`src/rtl/jk_bank_arbiter.sv`:
```
// jk_bank_arbiter: round-robin arbiter serialising two requesters' commands onto a shared JK flip-flop bank
module jk_bank_arbiter #(
   parameter int WIDTH = 4,
   parameter int IDX_W = 2
) (
   input  logic             clk,
   input  logic             rst_n,
   input  logic             req0,
   input  logic [1:0]       op0,
   input  logic [IDX_W-1:0] idx0,
   input  logic             req1,
   input  logic [1:0]       op1,
   input  logic [IDX_W-1:0] idx1,
   output logic             gnt0,
   output logic             gnt1,
   output logic             done,
   output logic             busy,
   output logic [WIDTH-1:0] q
);
   typedef enum logic [1:0] {IDLE, APPLY, DONE} state_t;
   state_t state_q, state_d;
   logic ptr_q, ptr_d, win1;
   logic [1:0] op_q, op_d;
   logic [IDX_W-1:0] idx_q, idx_d;
   logic gnt0_q, gnt0_d, gnt1_q, gnt1_d, done_q, done_d;
   logic [WIDTH-1:0] q_q, q_d, j, k;

   // Next state: arbitrate in IDLE, drive the selected bit's j/k only during APPLY
   always_comb begin
      state_d = state_q;
      ptr_d = ptr_q;
      op_d = op_q;
      idx_d = idx_q;
      gnt0_d = 1'b0;
      gnt1_d = 1'b0;
      done_d = 1'b0;
      j = '0;
      k = '0;
      win1 = req1 & (~req0 | ptr_q);
      case (state_q)
         IDLE: if (req0 | req1) begin
            op_d = win1 ? op1 : op0;
            idx_d = win1 ? idx1 : idx0;
            gnt0_d = ~win1;
            gnt1_d = win1;
            ptr_d = ~win1;
            state_d = APPLY;
         end
         APPLY: begin
            j[idx_q] = op_q[1];
            k[idx_q] = op_q[0];
            done_d = 1'b1;
            state_d = DONE;
         end
         default: state_d = IDLE;
      endcase
      q_d = (j & ~q_q) | (~k & q_q);
   end

   // State, latched command, pulses and bank; reset aborts any command in flight
   always_ff @(posedge clk or negedge rst_n) begin
      if (!rst_n) begin
         state_q <= IDLE;
         ptr_q <= 1'b0;
         op_q <= '0;
         idx_q <= '0;
         gnt0_q <= 1'b0;
         gnt1_q <= 1'b0;
         done_q <= 1'b0;
         q_q <= '0;
      end else begin
         state_q <= state_d;
         ptr_q <= ptr_d;
         op_q <= op_d;
         idx_q <= idx_d;
         gnt0_q <= gnt0_d;
         gnt1_q <= gnt1_d;
         done_q <= done_d;
         q_q <= q_d;
      end
   end

   assign gnt0 = gnt0_q;
   assign gnt1 = gnt1_q;
   assign done = done_q;
   assign busy = state_q != IDLE;
   assign q = q_q;
endmodule
```
`config.mk`:
```
export PLATFORM = sky130hd
export DESIGN_NAME = jk_bank_arbiter
export DESIGN_NICKNAME = d
export VERILOG_FILES = /design/src/rtl/jk_bank_arbiter.sv
export SDC_FILE = /design/constraint.sdc
export NUM_CORES = 1
export LEC_CHECK = 0
export CAP_MARGIN = 20
export CELL_PAD_IN_SITES_DETAIL_PLACEMENT = 0
export CELL_PAD_IN_SITES_GLOBAL_PLACEMENT = 1
export CORE_MARGIN = 3
export CORE_UTILIZATION = 38
export CTS_BUF_LIST = sky130_fd_sc_hd__clkbuf_8
export CTS_CLUSTER_DIAMETER = 50
export DETAILED_ROUTE_END_ITERATION = 16
export PLACE_DENSITY_LB_ADDON = 0.3
export SETUP_SLACK_MARGIN = 0.05
export SLEW_MARGIN = 30
export SYNTH_ARGS = -nofsm -noshare
export SYNTH_HDL_FRONTEND = slang
export SYNTH_SLANG_ARGS = --single-unit
```
`constraint.sdc`:
```
create_clock -name clk -period 3.4 [get_ports clk]
set_input_delay 0.68 -clock clk [delete_from_list [all_inputs] [get_ports clk]]
set_output_delay 0.68 -clock clk [all_outputs]
set_load 0.1 [all_outputs]
```
Word-level counts from Yosys, hierarchy flattened
Index checks and enable logic that the tools add are counted.

word-level totals
  flip-flop bits (word level) = 14
  latch bits = 0
  bits in writable memories = 0
  memory bits (read-only) = 0
  input port bits = 12
  output and inout port bits = 8
  logic and storage cells = 41
  memories kept = 0

cells by class
  add/subtract/negate cells = 0
  multipliers = 0
  divide/modulo/power cells = 0
  order comparisons = 2
  eq/ne operators = 2
  shifts and indexed selects = 0
  mux-type cells = 13
  bitwise logic cells = 12
  reductions and logical operators = 4

operator list
  operator                                                            count
  AND 4 bit                                                           4
  2-to-1 mux 4 bit                                                    2
  inverter 4 bit                                                      2
  2-to-1 mux 1 bit                                                    6
  2-to-1 mux 2 bit                                                    3
  bitwise OR 4 bit                                                    1
  case mux 2 bit (2 select lines)                                     1
  < comparator 2 x 3 -> 1 bit (second input constant)                 1
  demux 1 bit (select 2 bit)                                          1
  equality test 2 x 1 -> 1 bit (second input constant)                1
  greater-or-equal comparator 2 x 1 -> 1 bit (second input constant)  1
  logical NOT 2 bit                                                   1
  != test 2 bit (second input constant)                               1
  inverter 1 bit                                                      2
  bitwise OR 1 bit                                                    2
  AND reduction 2 bit                                                 1
  nonzero test 2 bit                                                  1
  AND 1 bit                                                           1
  logical AND 1 bit                                                   1

Longest topological paths before layout
  word-level depth = 9
  depth in mapped cells = 4
  mapped depth without buffers = 3

Worst setup path after synthesis
OpenSTA, ideal clock, no wires.

  path type = reg-to-output
  from = reg state_q[1]
  to = out busy
  arrival time = 1099 ps
  data required time = 2720 ps
  slack = 1621 ps
  stages on the path, launching flop included = 3
  path buffers = 0
  path through = dfrtp_1 nor2_2 inv_1

between the ends
  word-level cells in the longest chain between the ends = 1

RTL lines
  item                    line  RTL
  start, declared         21    state_t state_q, state_d;
  start signal, assigned  72    state_q <= state_d;
  nonzero test 2 bit      86    assign busy = state_q != IDLE;
  end, declared           17    output logic busy,

Every way passes these cells.

Worst setup path in the final report
  from = reg gnt1_q, in the netlist gnt1
  to = out gnt1

RTL lines
  item                    line  RTL
  start, declared         25    logic gnt0_q, gnt0_d, gnt1_q, gnt1_d, done_q, done_d;
  start signal, assigned  77    gnt1_q <= gnt1_d;
  end, declared           15    output logic gnt1,

No word-level cell between the ends.

==> results by group <==
Run status
  • Outcome: finished, final reports clean

Worst hold path
  • Worst hold path type: register to register

Detailed routing
  • Ratio of routed vias to standard cells: 5.57
  • Drt pass-1 iters: 4
  • Antenna-violating nets left: 0
  • Via count: around 520
  • Post-DR wirelength/cell: 12.9 µm
  • DRT iter0 DRCs: 9
  • Final wirelength: roughly 1200 µm
  • Residual DRC: 0

Clocking
  • Inserted Clock Buffers: 3
  • PostCTS Resize Cnt: 0
  • CTS root buffer: clkbuf_8
  • CTS tree: built
  • Clk slew on worst S/H paths: 0.06 ns
  • Clock Tree Buf Depth: 2
  • Hold Buf Count CTS: 0
  • CTS H-tree depth: 1
  • # clock sinks: 14
  • Clock latency on the worst-skew pair: 0.24 ns
  • Post-CTS setup buffers: 0

Logic synthesis
  • Synthesized area: 616 µm²
  • Synth area leader: dfrtp_1
  • Post-synthesis cell count: 56
  • Post-synth top area share: 56.9%
  • Warnings from Yosys: 0
  • Post-synthesis sequential area ratio: 56.9%
  • Synth Area per Inst: around 11 µm²
  • Synth top area cells: dfrtp_1 (57%), a31oi_1 (8.1%), a21oi_1 (6.5%)
  • Syn nets: 68
  • Flops & latches, synth: 14
  • Post-synth cell types: 19

Floorplan
  • Core area: 1420 µm²
  • DIE AREA: 2140 µm²
  • Die span in y: roughly 46 µm
  • Initial core utilization: ~44%
  • IO Pins: 20
  • DIE WIDTH: between 40 and 50 µm
  • Row cnt: 13

Layout
  • Fraction of layout cells with a size suffix above 1: 16.7%
  • Antenna diode count: 0
  • Nets@finish: 91
  • Fillers: between 100 and 150
  • Post-layout util: between 60% and 70%
  • Area delta synth->final: 39.0%

GRT
  • First-pass GRT wire length: 2060 µm
  • Vias in the first global route: 520
  • Total global routing overflow: 0
  • Initial antenna violation count: 0
  • Global Route Usage Sum: 13.3%
  • Largest net degree at the start of global routing: 15

STA
  • Fin crit period: around 2.4 ns
  • Actual slew at the worst max-slew pin: approximately 0.96 ns
  • Crit share post-route: 69.9%
  • Worst Clk Skew: 0.00318 ns
  • Final Slew Violations: 0
  • Normalized max-slew margin: a little over a third
  • RSZ-0062 raised after global routing: false
  • PnR worst setup slack: 1.02 ns
  • Final setup viols: 0
  • Setup TNS: 0 ns
  • FMAX: 421 MHz
  • Final Hold Vio Count: 0

Job
  • MaxCap Viol Count: 0

Setup path
  • Critical Path RT: between 2 and 3 ns
  • Critical path's slowest cell: clkdlybuf4s50_1
  • Crit-path cells: clkdlybuf4s50_1
  • Delay-heaviest family, CP: buffers and inverters
  • Bufs and invs on worst path: 1
  • Startpoint types: register
  • Slowest stage delay, CP: 1.13 ns
  • Max FO, Critical Path: 1
  • Crit path kind: register to output pin
  • CP Capture Type: output pin
  • WP data arrival: 1.70 ns

Placed design
  • Worst slack, placed: approximately 1.3 ns
  • Gpl congestion: 0.765
  • Hpwl dp: between 900 and 1000 µm
  • Port Buffer Count: 19
## registers in the layout, indices dropped and copies added (netlist names)
| register | flops |
|---|---|
| done | 1 |
| op_q | 2 |
| gnt0 | 1 |
| state_q | 2 |
| gnt1 | 1 |
| idx_q | 2 |
| q | 4 |
| ptr_q | 1 |
## cells in the mapped netlist
| cell type | count |
|---|---|
| and2_4 | 1 |
| o21ai_0 | 4 |
| nor4bb_1 | 2 |
| or2_4 | 1 |
| and4b_1 | 1 |
| nand2_1 | 1 |
| nand3_1 | 4 |
| dfrtp_1 | 14 |
| buf_6 | 1 |
| nor2_1 | 1 |
| nor2b_1 | 3 |
| mux2_4 | 1 |
| nand2b_1 | 1 |
| nor4b_1 | 1 |
| nor2_2 | 1 |
| inv_1 | 2 |
| a21oi_1 | 8 |
| a31oi_1 | 8 |
| and2_1 | 1 |
## worst register-to-register path: stages (launching register included)
cell and delay [ns]:
dfrtp_1 0.45, nor2_2 0.23, and2_4 0.24, mux2_4 0.30
## cell families after synthesis
| family | count (synthesis) | synth area share (%) |
|---|---|---|
| AO/OA/AOI/OAI | 20 | 17.9 |
| buffers and inverters | 3 | 3.05 |
| flip-flops | 14 | 56.9 |
| multiplexers | 1 | 2.44 |
| AND/OR/NAND/NOR | 18 | 19.7 |
## per-layer routing
layer  global-route usage (%)  share of wire [%]  vias to the layer above
met3                     1.56                4.7                        2
met2                     24.2                 49                       16
met5                        0                  0                        -
met1                     14.3                 44                      248
li1                         -                  -                      252
met4                     8.52                1.6                        0
## cell type report
type                    count  area (µm²)  share of cell area, %
inverters                   2        7.51                  0.877
multi-input cells          39         246                   28.8
repair buffers             19         178                   20.8
well taps                  15        18.8                   2.19
clock buffers               4        55.1                   6.43
flip-flops and latches     14         350                   40.9
## layout by cell type (no fill, tap or decap), drive strengths merged
cell	instances
nand3	4
a21oi	8
nand2	1
inv	2
or2	1
dfrtp	14
mux2	1
nor4b	1
and4b	1
a31oi	8
clkdlybuf4s50	14
buf	5
nand2b	1
clkbuf	4
o21ai	4
nor2	2
and2	2
nor2b	3
nor4bb	2
## through the flow
stage / std cells / area, µm² / hold slack (ns)
after floorplan: 56 / 616 / 0.384
after global placement: 89 / 801 / 0.474
after detailed placement: 89 / 801 / 0.480
after CTS: 93 / 856 / 0.488
after global routing: 93 / 856 / 0.523
final: 93 / 856 / 0.488
## worst paths after layout
path / to / start / cells after the start / slack, ns
setup / recovery: gnt1 / gnt1$_DFF_PN0_ / 1 / 1.02
hold / removal: q[2]$_DFF_PN0_ / q[2]$_DFF_PN0_ / 1 / 0.49
setup reg to reg: ptr_q$_DFFE_PN0P_ / state_q[1]$_DFFE_PN0P_ / 3 / 2.07
hold reg to reg: q[2]$_DFF_PN0_ / q[2]$_DFF_PN0_ / 1 / 0.49
max in group asynchronous: q[3]$_DFF_PN0_ / rst_n / 1 / 2.17
min in group asynchronous: done$_DFF_PN0_ / rst_n / 1 / 0.83
Power is left out: the tool's default activity adds up to more than one toggle a clock period on the data nets, which glitch-free logic cannot reach.
